<file path="src/rtl/uart_rx_param_if.sv">
// Receiver-side bundle: RX line and ready in, delivered frame, error flags and busy out.
// The receiver takes the slave modport; the line driver and consumer take the master modport.
interface uart_rx_param_if #(
  parameter int DATA_BITS = 8
);
  logic                 serial_data_in;
  logic                 data_ready_in;
  logic                 data_valid;
  logic [DATA_BITS-1:0] data_byte_op;
  logic                 parity_err;
  logic                 frame_err;
  logic                 overrun_err;
  logic                 busy;

  modport master (
    output serial_data_in,
    output data_ready_in,
    input  data_valid,
    input  data_byte_op,
    input  parity_err,
    input  frame_err,
    input  overrun_err,
    input  busy
  );

  modport slave (
    input  serial_data_in,
    input  data_ready_in,
    output data_valid,
    output data_byte_op,
    output parity_err,
    output frame_err,
    output overrun_err,
    output busy
  );
endinterface

</file>
<file path="src/rtl/uart_rx_param.sv">
// Parametrised UART receiver: 2-flop synchroniser, 3-sample majority per bit,
// optional parity, 1 or 2 stop bits, and a one-deep valid/ready output holding register.
module uart_rx_param #(
  parameter int CLK_FREQ  = 50_000_000,
  parameter int BAUD_RATE = 115200,
  parameter int DATA_BITS = 8,
  parameter int PARITY    = 0,
  parameter int STOP_BITS = 1
) (
  input  logic          clk_in,
  input  logic          rst_in,
  uart_rx_param_if.slave rx
);
  localparam int CLKS_PER_BIT = CLK_FREQ / BAUD_RATE;
  localparam int HALF         = CLKS_PER_BIT / 2;
  localparam int CNT_W        = $clog2(CLKS_PER_BIT);
  localparam int IDX_W        = $clog2(DATA_BITS);

  localparam logic [CNT_W-1:0] CNT_LAST = CNT_W'(CLKS_PER_BIT - 1);
  localparam logic [CNT_W-1:0] CNT_S0   = CNT_W'(HALF - 1);
  localparam logic [CNT_W-1:0] CNT_S1   = CNT_W'(HALF);
  localparam logic [CNT_W-1:0] CNT_S2   = CNT_W'(HALF + 1);
  localparam logic [CNT_W-1:0] CNT_ONE  = CNT_W'(1);
  localparam logic [IDX_W-1:0] DATA_LAST = IDX_W'(DATA_BITS - 1);
  localparam logic [IDX_W-1:0] STOP_LAST = IDX_W'(STOP_BITS - 1);
  localparam logic [IDX_W-1:0] IDX_ONE   = IDX_W'(1);

  typedef enum logic [2:0] {IDLE, START, DATA, PAR, STOP, WAIT_IDLE} state_t;

  function automatic logic maj3(input logic a, input logic b, input logic c);
    return (a & b) | (a & c) | (b & c);
  endfunction

  // Parity bit the transmitter should have sent for this payload.
  function automatic logic exp_parity(input logic [DATA_BITS-1:0] d);
    if (PARITY == 1) return ~^d;
    return ^d;
  endfunction

  logic                 rx_sync_p0, rx_s;
  state_t               state_q, state_d;
  logic [CNT_W-1:0]     cnt_q, cnt_d;
  logic [IDX_W-1:0]     idx_q, idx_d;
  logic                 perr_q, perr_d;
  logic                 ferr_q, ferr_d;
  logic [DATA_BITS-1:0] shreg_q, shreg_d;
  logic                 samp0, samp1;
  logic                 sample_now, maj, done;

  logic                 vld_q;
  logic [DATA_BITS-1:0] data_q;
  logic                 perr_out_q, ferr_out_q, ovr_q;

  assign sample_now = (cnt_q == CNT_S2);
  assign maj        = maj3(samp0, samp1, rx_s);

  always_comb begin
    state_d = state_q;
    cnt_d   = (cnt_q == CNT_LAST) ? '0 : cnt_q + CNT_ONE;
    idx_d   = idx_q;
    perr_d  = perr_q;
    ferr_d  = ferr_q;
    shreg_d = shreg_q;
    done    = 1'b0;
    case (state_q)
      // The cycle that first sees the line low counts as sample 0 of the start bit.
      IDLE: begin
        cnt_d = '0;
        if (!rx_s) begin
          state_d = START;
          cnt_d   = CNT_ONE;
          idx_d   = '0;
          perr_d  = 1'b0;
          ferr_d  = 1'b0;
        end
      end
      START: begin
        if (sample_now && maj) begin
          state_d = IDLE;
          cnt_d   = '0;
        end else if (cnt_q == CNT_LAST) begin
          state_d = DATA;
        end
      end
      DATA: begin
        if (sample_now) shreg_d = {maj, shreg_q[DATA_BITS-1:1]};
        if (cnt_q == CNT_LAST) begin
          if (idx_q == DATA_LAST) begin
            idx_d   = '0;
            state_d = (PARITY != 0) ? PAR : STOP;
          end else begin
            idx_d = idx_q + IDX_ONE;
          end
        end
      end
      PAR: begin
        if (sample_now) perr_d = (maj != exp_parity(shreg_q));
        if (cnt_q == CNT_LAST) state_d = STOP;
      end
      // The frame completes mid-way through the last stop bit so the next start edge is never missed.
      STOP: begin
        if (sample_now) begin
          if (!maj) ferr_d = 1'b1;
          if (idx_q == STOP_LAST) begin
            done    = 1'b1;
            cnt_d   = '0;
            idx_d   = '0;
            state_d = (ferr_q || !maj) ? WAIT_IDLE : IDLE;
          end
        end else if (cnt_q == CNT_LAST) begin
          idx_d = idx_q + IDX_ONE;
        end
      end
      WAIT_IDLE: begin
        cnt_d = '0;
        if (rx_s) state_d = IDLE;
      end
      default: begin
        state_d = IDLE;
        cnt_d   = '0;
      end
    endcase
  end

  // p0 -> rx_s: synchroniser; FSM and output register sample rx_s only
  always_ff @(posedge clk_in) begin
    if (rst_in) begin
      rx_sync_p0 <= 1'b1;
      rx_s       <= 1'b1;
      state_q    <= IDLE;
      cnt_q      <= '0;
      idx_q      <= '0;
      perr_q     <= 1'b0;
      ferr_q     <= 1'b0;
      vld_q      <= 1'b0;
      data_q     <= '0;
      perr_out_q <= 1'b0;
      ferr_out_q <= 1'b0;
      ovr_q      <= 1'b0;
    end else begin
      rx_sync_p0 <= rx.serial_data_in;
      rx_s       <= rx_sync_p0;
      state_q    <= state_d;
      cnt_q      <= cnt_d;
      idx_q      <= idx_d;
      perr_q     <= perr_d;
      ferr_q     <= ferr_d;
      if (done && (!vld_q || rx.data_ready_in)) begin
        vld_q      <= 1'b1;
        data_q     <= shreg_q;
        perr_out_q <= (PARITY != 0) && perr_q;
        ferr_out_q <= ferr_d;
        ovr_q      <= 1'b0;
      end else begin
        ovr_q <= done;
        if (vld_q && rx.data_ready_in) vld_q <= 1'b0;
      end
    end
  end

  always_ff @(posedge clk_in) begin
    shreg_q <= shreg_d;
    if (cnt_q == CNT_S0) samp0 <= rx_s;
    if (cnt_q == CNT_S1) samp1 <= rx_s;
  end

  assign rx.data_valid   = vld_q;
  assign rx.data_byte_op = data_q;
  assign rx.parity_err   = perr_out_q;
  assign rx.frame_err    = ferr_out_q;
  assign rx.overrun_err  = ovr_q;
  assign rx.busy         = (state_q != IDLE);
endmodule
</file>
<file path="src/flat_wrapper.sv">
// flat-port wrapper written by rule: the top's interface ports become plain ports
module uart_rx_param_flat 
#(
  parameter int CLK_FREQ  = 50_000_000,
  parameter int BAUD_RATE = 115200,
  parameter int DATA_BITS = 8,
  parameter int PARITY    = 0,
  parameter int STOP_BITS = 1
)
  (clk_in, rst_in, rx_serial_data_in, rx_data_ready_in, rx_data_valid, rx_data_byte_op, rx_parity_err, rx_frame_err, rx_overrun_err, rx_busy);
  uart_rx_param_if #(.DATA_BITS(DATA_BITS)) rx_i ();
  input  logic clk_in;
  input  logic rst_in;
  input wire logic [$bits(rx_i.serial_data_in)-1:0] rx_serial_data_in;
  input wire logic [$bits(rx_i.data_ready_in)-1:0] rx_data_ready_in;
  output wire logic [$bits(rx_i.data_valid)-1:0] rx_data_valid;
  output wire logic [$bits(rx_i.data_byte_op)-1:0] rx_data_byte_op;
  output wire logic [$bits(rx_i.parity_err)-1:0] rx_parity_err;
  output wire logic [$bits(rx_i.frame_err)-1:0] rx_frame_err;
  output wire logic [$bits(rx_i.overrun_err)-1:0] rx_overrun_err;
  output wire logic [$bits(rx_i.busy)-1:0] rx_busy;
  assign rx_i.serial_data_in = rx_serial_data_in;
  assign rx_i.data_ready_in = rx_data_ready_in;
  assign rx_data_valid = rx_i.data_valid;
  assign rx_data_byte_op = rx_i.data_byte_op;
  assign rx_parity_err = rx_i.parity_err;
  assign rx_frame_err = rx_i.frame_err;
  assign rx_overrun_err = rx_i.overrun_err;
  assign rx_busy = rx_i.busy;
  uart_rx_param #(.CLK_FREQ(CLK_FREQ), .BAUD_RATE(BAUD_RATE), .DATA_BITS(DATA_BITS), .PARITY(PARITY), .STOP_BITS(STOP_BITS)) u_core (.clk_in(clk_in), .rst_in(rst_in), .rx(rx_i));
endmodule
</file>
<file path="config.mk">
export PLATFORM = sky130hd
export DESIGN_NAME = uart_rx_param_flat
export DESIGN_NICKNAME = d
export VERILOG_FILES = /design/src/rtl/uart_rx_param_if.sv /design/src/rtl/uart_rx_param.sv /design/src/flat_wrapper.sv
export SDC_FILE = /design/constraint.sdc
export NUM_CORES = 1
export LEC_CHECK = 0
export CAP_MARGIN = 15
export CORE_AREA = 2 2 73 75
export CTS_CLUSTER_SIZE = 16
export DETAILED_ROUTE_END_ITERATION = 8
export DIE_AREA = 0 0 75 77
export GPL_ROUTABILITY_DRIVEN = 0
export SLEW_MARGIN = 20
export SYNTH_ARGS = -nofsm -noshare
export SYNTH_HDL_FRONTEND = slang
export SYNTH_SLANG_ARGS = --single-unit
export TNS_END_PERCENT = 1
</file>
<file path="constraint.sdc">
create_clock -name clk_in -period 2.33 [get_ports clk_in]
set_input_delay 0.466 -clock clk_in [delete_from_list [all_inputs] [get_ports clk_in]]
set_output_delay 0.466 -clock clk_in [all_outputs]
set_load 0.05 [all_outputs]
</file>
==> results of run 1 <==
## timing repair
item / CTS / global route
hold buffers: 0 / 0
resized for setup: 0 / 1
endpoints found under the setup margin: 0 / 1
## logic make-up (layout without fill, tap and decap cells)
group / after synthesis / after routing / synth area share (%)
and+or+nand+nor: 76 / 76 / 23.6
DFF: 39 / 39 / 49.2
AOI/OAI and AO/OA: 30 / 30 / 10.7
buffers and inverters: 13 / 43 / 2.94
adders and majority gates: 8 / 8 / 5.45
muxes: 8 / 8 / 4.47
xor gates and xnor gates: 7 / 7 / 3.42
other: 1 / 1 / 0.209
## path summary, 6_finish.rpt
| path | end | depth (start not counted) |
|---|---|---|
| worst min-delay path | u_core.rx_s | 1 |
| worst min register to register | u_core.rx_s | 1 |
| worst max register to register | u_core.state_q[1] | 5 |
| worst max-delay path | rx_busy | 2 |
## worst reg2reg max path, delay by kind of cell (launching register included)
family / cells / cell delay, ps
compound gates: 1 / 330
flops: 1 / 380
simple gates: 4 / 1410
## power by group
group	leakage [nW]	internal, mW	total (mW)	switching (mW)
Sequential	0.315	0.702	0.724	0.0223
Clock	0.0581	0.319	0.569	0.250
Combinational	0.445	0.0798	0.185	0.105
## cell usage after synthesis (all sizes together) (4+ instances only)
master	n	area share [%]
nand3b	4	1.7
nor3	5	1.4
xnor2	4	2.0
o21ai	9	2.5
clkbuf	5	1.0
o31ai	6	2.5
nand2	10	2.1
nor2	25	5.2
a21oi	8	2.2
ha	7	4.9
mux2i	8	4.5
inv	7	1.5
dfxtp	29	32
edfxtp	10	17
## per-layer routing
layer	vias up	track usage, %	share of wire, %
met5	-	0	0
met4	0	5.54	2.4
met3	11	3.94	4.1
met2	37	19.4	42
met1	638	19.7	51
li1	706	-	-
## final cells by class
cell class	count	area [um2]	share of cell area (%)
well taps	70	87.6	3.96
inverters	7	26.3	1.19
repair buffers	28	248	11.2
clock inverters	3	43.8	1.98
multi-input cells	130	857	38.7
clock buffers	5	68.8	3.11
flip-flops and latches	39	882	39.9
## registers in the layout, indices dropped and copies added (netlist names)
signal	flops
u_core.cnt_q	9
u_core.rx.data_byte_op	8
u_core.shreg_q	8
u_core.idx_q	3
u_core.state_q	3
u_core.ferr_q	1
u_core.rx.data_valid	1
u_core.rx.frame_err	1
u_core.rx.overrun_err	1
u_core.rx_s	1
u_core.rx_sync_p0	1
u_core.samp0	1
u_core.samp1	1
## cells in the final DEF (no fill, tap or decap), drive strengths merged, types with 2 or more instances in the layout
cell type | synthesis | routed
or2 | 3 | 3
xor2 | 3 | 3
clkinv | 0 | 2
o21ai | 9 | 9
nand2b | 3 | 3
or3b | 2 | 2
mux2i | 8 | 8
nor3b | 3 | 3
nor2 | 25 | 25
a21oi | 8 | 8
edfxtp | 10 | 10
or3 | 3 | 3
clkbuf | 5 | 5
nand2 | 10 | 10
and2 | 2 | 2
inv | 7 | 7
xnor2 | 4 | 4
o31ai | 6 | 6
dfxtp | 29 | 29
ha | 7 | 7
nor2b | 3 | 3
and3 | 2 | 2
nor3 | 5 | 5
nand3b | 4 | 4
nand4b | 2 | 2
clkdlybuf4s50 | 0 | 15
nand3 | 2 | 2
buf | 1 | 13
==> impl_metrics.yaml, run 1 <==
setup_path:
  startpoint: "u_core.state_q[0]"
  r2r-start: "u_core.cnt_q[3]"
  timing_worst_setup_path_type: "flop to primary output"
  r2r_slack_ps: 160
  crit_family: "buffers and inverters"
  critPathSlowestCell: "clkdlybuf4s50_1"
  slowest_delay_ps: 710
  critPathLaunchType: "flop"
  crit_buf_inv: 1
  cp_cell_sequence: "or3_1 > clkdlybuf4s50_1"
  critPathRequiredTime_ps: 1860
  cp-end-kind: "primary output"
  critPathArrivalTime_ps: 1800
  critPathMaxFanout: 11
run_status:
  status: "complete, no violations"
die:
  initial_core_util_pct: 36.0
  fp.dieH_um: 77
  core_area_um2: 4980
  die_area_um2: 5780
  rows: 26
  num_io_pins: 17
  die_x_um: 75
placed_design:
  port_buffers: 15
  hpwl_um: 2570
  dpl_cell_area_um2: 2100
  place_ws_ps: 122
  dp.cells: 274
drt:
  wl_um: 3580
  dr.pass1.iters: 4
  drc: 0
  wire_per_inst_um: 12.7
  viasPerCell: 4.94
  postRouteAntennaNets: 0
  drt-initial-drc-count: 88
  vias: 1392
cts:
  worstSkewPairLatency_ps: 290
  htreeDepth: 2
  clock_path_buffers: 2
  cts_tree: "yes"
  clock-sinks: 39
  cts_made_buffers: 5
  cts_setup_buffers: 0
  clk_pin_slew_ps: 80
  root_buffer: "clkbuf_8"
synthesis:
  synth_edf_count: 10
  ys_types: 44
  async_reset_ff_share_pct: 0
  yosysSeqAreaShare_pct: 49.2
  yosys_most_used_dff: "dfxtp_1"
  synth-seq-cells: 39
  yosys_warnings: 0
  avgSynthCellArea_um2: 9.84
  synthesis.nets: 193
  syn_area_um2: 1790
  netlist_instances: 182
cells_and_area:
  final_cells: 282
  final_layout_size_suffix_gt1_share_pct: 13.2
  diodes: 0
  final_nets: 222
  final_area_um2: 2210
  fin_util_pct: 44.5
  fillers: 481
  area_growth_pct: 23.6
sta:
  setup_slack_ps: 62.5
  slew_headroom_pct: 66.7
  skew_ps: 4.85
  drv_slew: 0
  timing.final.hold_violations: 0
  period_share_pct: 97.3
  fin_crit_ps: 2270
  fin_tns_setup_ps: 0
  tightest_slew_ps: 495
  finalSetupViolations: 0
  hold_ws_ps: 412
  fmax_mhz: 441
  rsz0062_at_grt: "no"
global_route:
  grt_overflow: 0
  antenna_found_initial: 0
  grt_pass1_wl_um: 6170
  grt_max_degree: 18
  grt_pass1_vias: 1317
  track_usage_pct: 13.8
power:
  total_leakage_power_nw: 0.818
  power_density_nw_per_um2: 668
  p_total_mw: 1.48
  ir_drop_v: 0.000268
run:
  cap_violations: 0
hold_path:
  hp-start: "u_core.rx_sync_p0"
  holdCritPathClass: "flop to flop"
Note: power is estimated with default switching activity, not from simulation.
==> inputs of run 2 (changes only) <==
Settings changed: CORE_AREA 2 2 73 75 to 2 2 70 72, CTS_CLUSTER_SIZE 16 to unset, DIE_AREA 0 0 75 77 to 0 0 72 74, SLEW_MARGIN 20 to 10.
==> run 2 against run 1 <==
- largest power group unchanged
- clock-buffer cell count unchanged
- core utilization rose by 2.7 points
- total power decreased by 0.95%
- die area decreased by 7.7%
- highest routed layer unchanged
==> impl_metrics.yaml, run 2 (synthesized netlist as in run 1, its figures left out) <==
setup_path:
  critPathLaunchType: "flop"
  critPathMaxFanout: 6
  r2r-start: "u_core.cnt_q[3]"
  cp-end-kind: "flop"
  startpoint: "u_core.cnt_q[3]"
  critPathArrivalTime_ps: 2400
  timing_worst_setup_path_type: "flop to flop"
  r2r_slack_ps: 160
  rr_worst_depth: 5
  r2r_end: "u_core.state_q[2]"
  critPathRequiredTime_ps: 2560
  endpoint: "u_core.state_q[2]"
cells_and_area:
  layout_commonest_cell: "dfxtp_1"
  area_growth_pct: 21.0
  top_register: "u_core.cnt_q"
  final_nets: 218
  final_layout_size_suffix_gt1_share_pct: 12.0
  layout_common_cells: "27 x dfxtp_1, 25 x nor2_1, 14 x clkdlybuf4s50_1"
  final_area_um2: 2170
  diodes: 0
  largest_reg_flops: 9
global_route:
  grt_max_degree: 18
  antenna_found_initial: 0
  grt_pass1_vias: 1369
  grt_pass1_wl_um: 6170
  grt_overflow: 0
  track_usage_pct: 14.8
drt:
  dr.pass1.iters: 4
  top_layer_used: "met4"
  wl_met1_um: 1700
  met3_length_um: 115
  viasPerCell: 5.31
  postRouteAntennaNets: 0
  drc: 0
  wl_met2_um: 1680
  wire_per_inst_um: 13.7
  drt-initial-drc-count: 62
  vias: 1391
  wl_um: 3580
sta:
  hold_ws_ps: 418
  period_share_pct: 93.2
  fin_tns_setup_ps: 0
  fmax_mhz: 461
  setup_slack_ps: 159
  drv_slew: 0
  slew_headroom_pct: 65.8
  fin_crit_ps: 2170
  timing.final.hold_violations: 0
  finalSetupViolations: 0
  skew_ps: 7.73
  tightest_slew_ps: 512
  rsz0062_at_grt: "no"
cts:
  clock_path_buffers: 2
  root_buffer: "clkbuf_8"
  clk_pin_slew_ps: 80
  cts_made_buffers: 5
  clock-sinks: 39
  cts_tree: "yes"
  worstSkewPairLatency_ps: 290
  cts_setup_buffers: 0
  htreeDepth: 2
hold_path:
  holdCritPathClass: "flop to flop"
  hp-start: "u_core.rx_sync_p0"
power:
  power_density_nw_per_um2: 675
  ir_drop_v: 0.000301
  total_leakage_power_nw: 0.812
  p_total_mw: 1.46
placed_design:
  port_buffers: 15
  dpl_cell_area_um2: 2050
  hpwl_um: 2610
  place_ws_ps: 133
die:
  die_x_um: 72
  num_io_pins: 17
  fp.dieH_um: 74
  core_area_um2: 4600
  rows: 25
  die_area_um2: 5330
  initial_core_util_pct: 38.9
run_status:
  status: "complete, no violations"
run:
  cap_violations: 0
run 2: cell count changes in the layout (fill, tap and decap cells not counted), sizes merged:
cell           change
buf                -4
clkdlybuf4s50      -1
dlymetal6s2s       +1
run 2: layout make-up:
cell class	instances	area, um2
timing repair buffer	24	220
sequential	39	883
clock buffer	5	68.8
multi-input combinational	130	857
tap	54	67.6
fill	426	2430
clock inverter	3	43.8
inverter	7	26.3
run 2: per-stage QoR:
step / util, % / cells
after CTS: 47.0 / 262
after global routing: 47.1 / 262
after global placement: 44.6 / 254
after floorplan: - / 182
after detailed placement: 44.6 / 254
final: 47.1 / 262
run 2: worst max-delay path: stages, from the launching register on:
cell and delay (ps):
dfxtp_2 370, or3b_4 410, o31a_1 330, or3_4 430
or4_1 420, a21oi_1 150
run 2: worst min-delay path by stage:
stage | end | cells after the start | slack (ps)
6_report | u_core.rx_s | 1 | 420
5_1_grt | u_core.rx_s | 1 | 450
4_1_cts | u_core.rx_s | 1 | 420
3_5_place_dp | u_core.rx_s | 1 | 400
3_3_place_gp | u_core.rx_s | 1 | 410
2_1_floorplan | u_core.rx_s | 1 | 390
run 2: power by group:
group	internal, mW	switching [mW]	total, mW	leakage (nW)
logic	0.0720	0.101	0.173	0.439
registers	0.702	0.0246	0.727	0.315
clock network	0.319	0.245	0.564	0.0581
total	1.09	0.371	1.46	0.812
run 2: layer usage:
layer	GRT usage, %	vias to the layer above
met4	5.87	0
met3	3.79	9
met2	25.6	31
met5	0	-
li1	-	697
met1	17.7	654
run 2: what timing repair did:
action                                  in CTS  in global routing
endpoints found under the setup margin       0                  2
hold buffers                                 0                  0
resized for setup                            0                  3
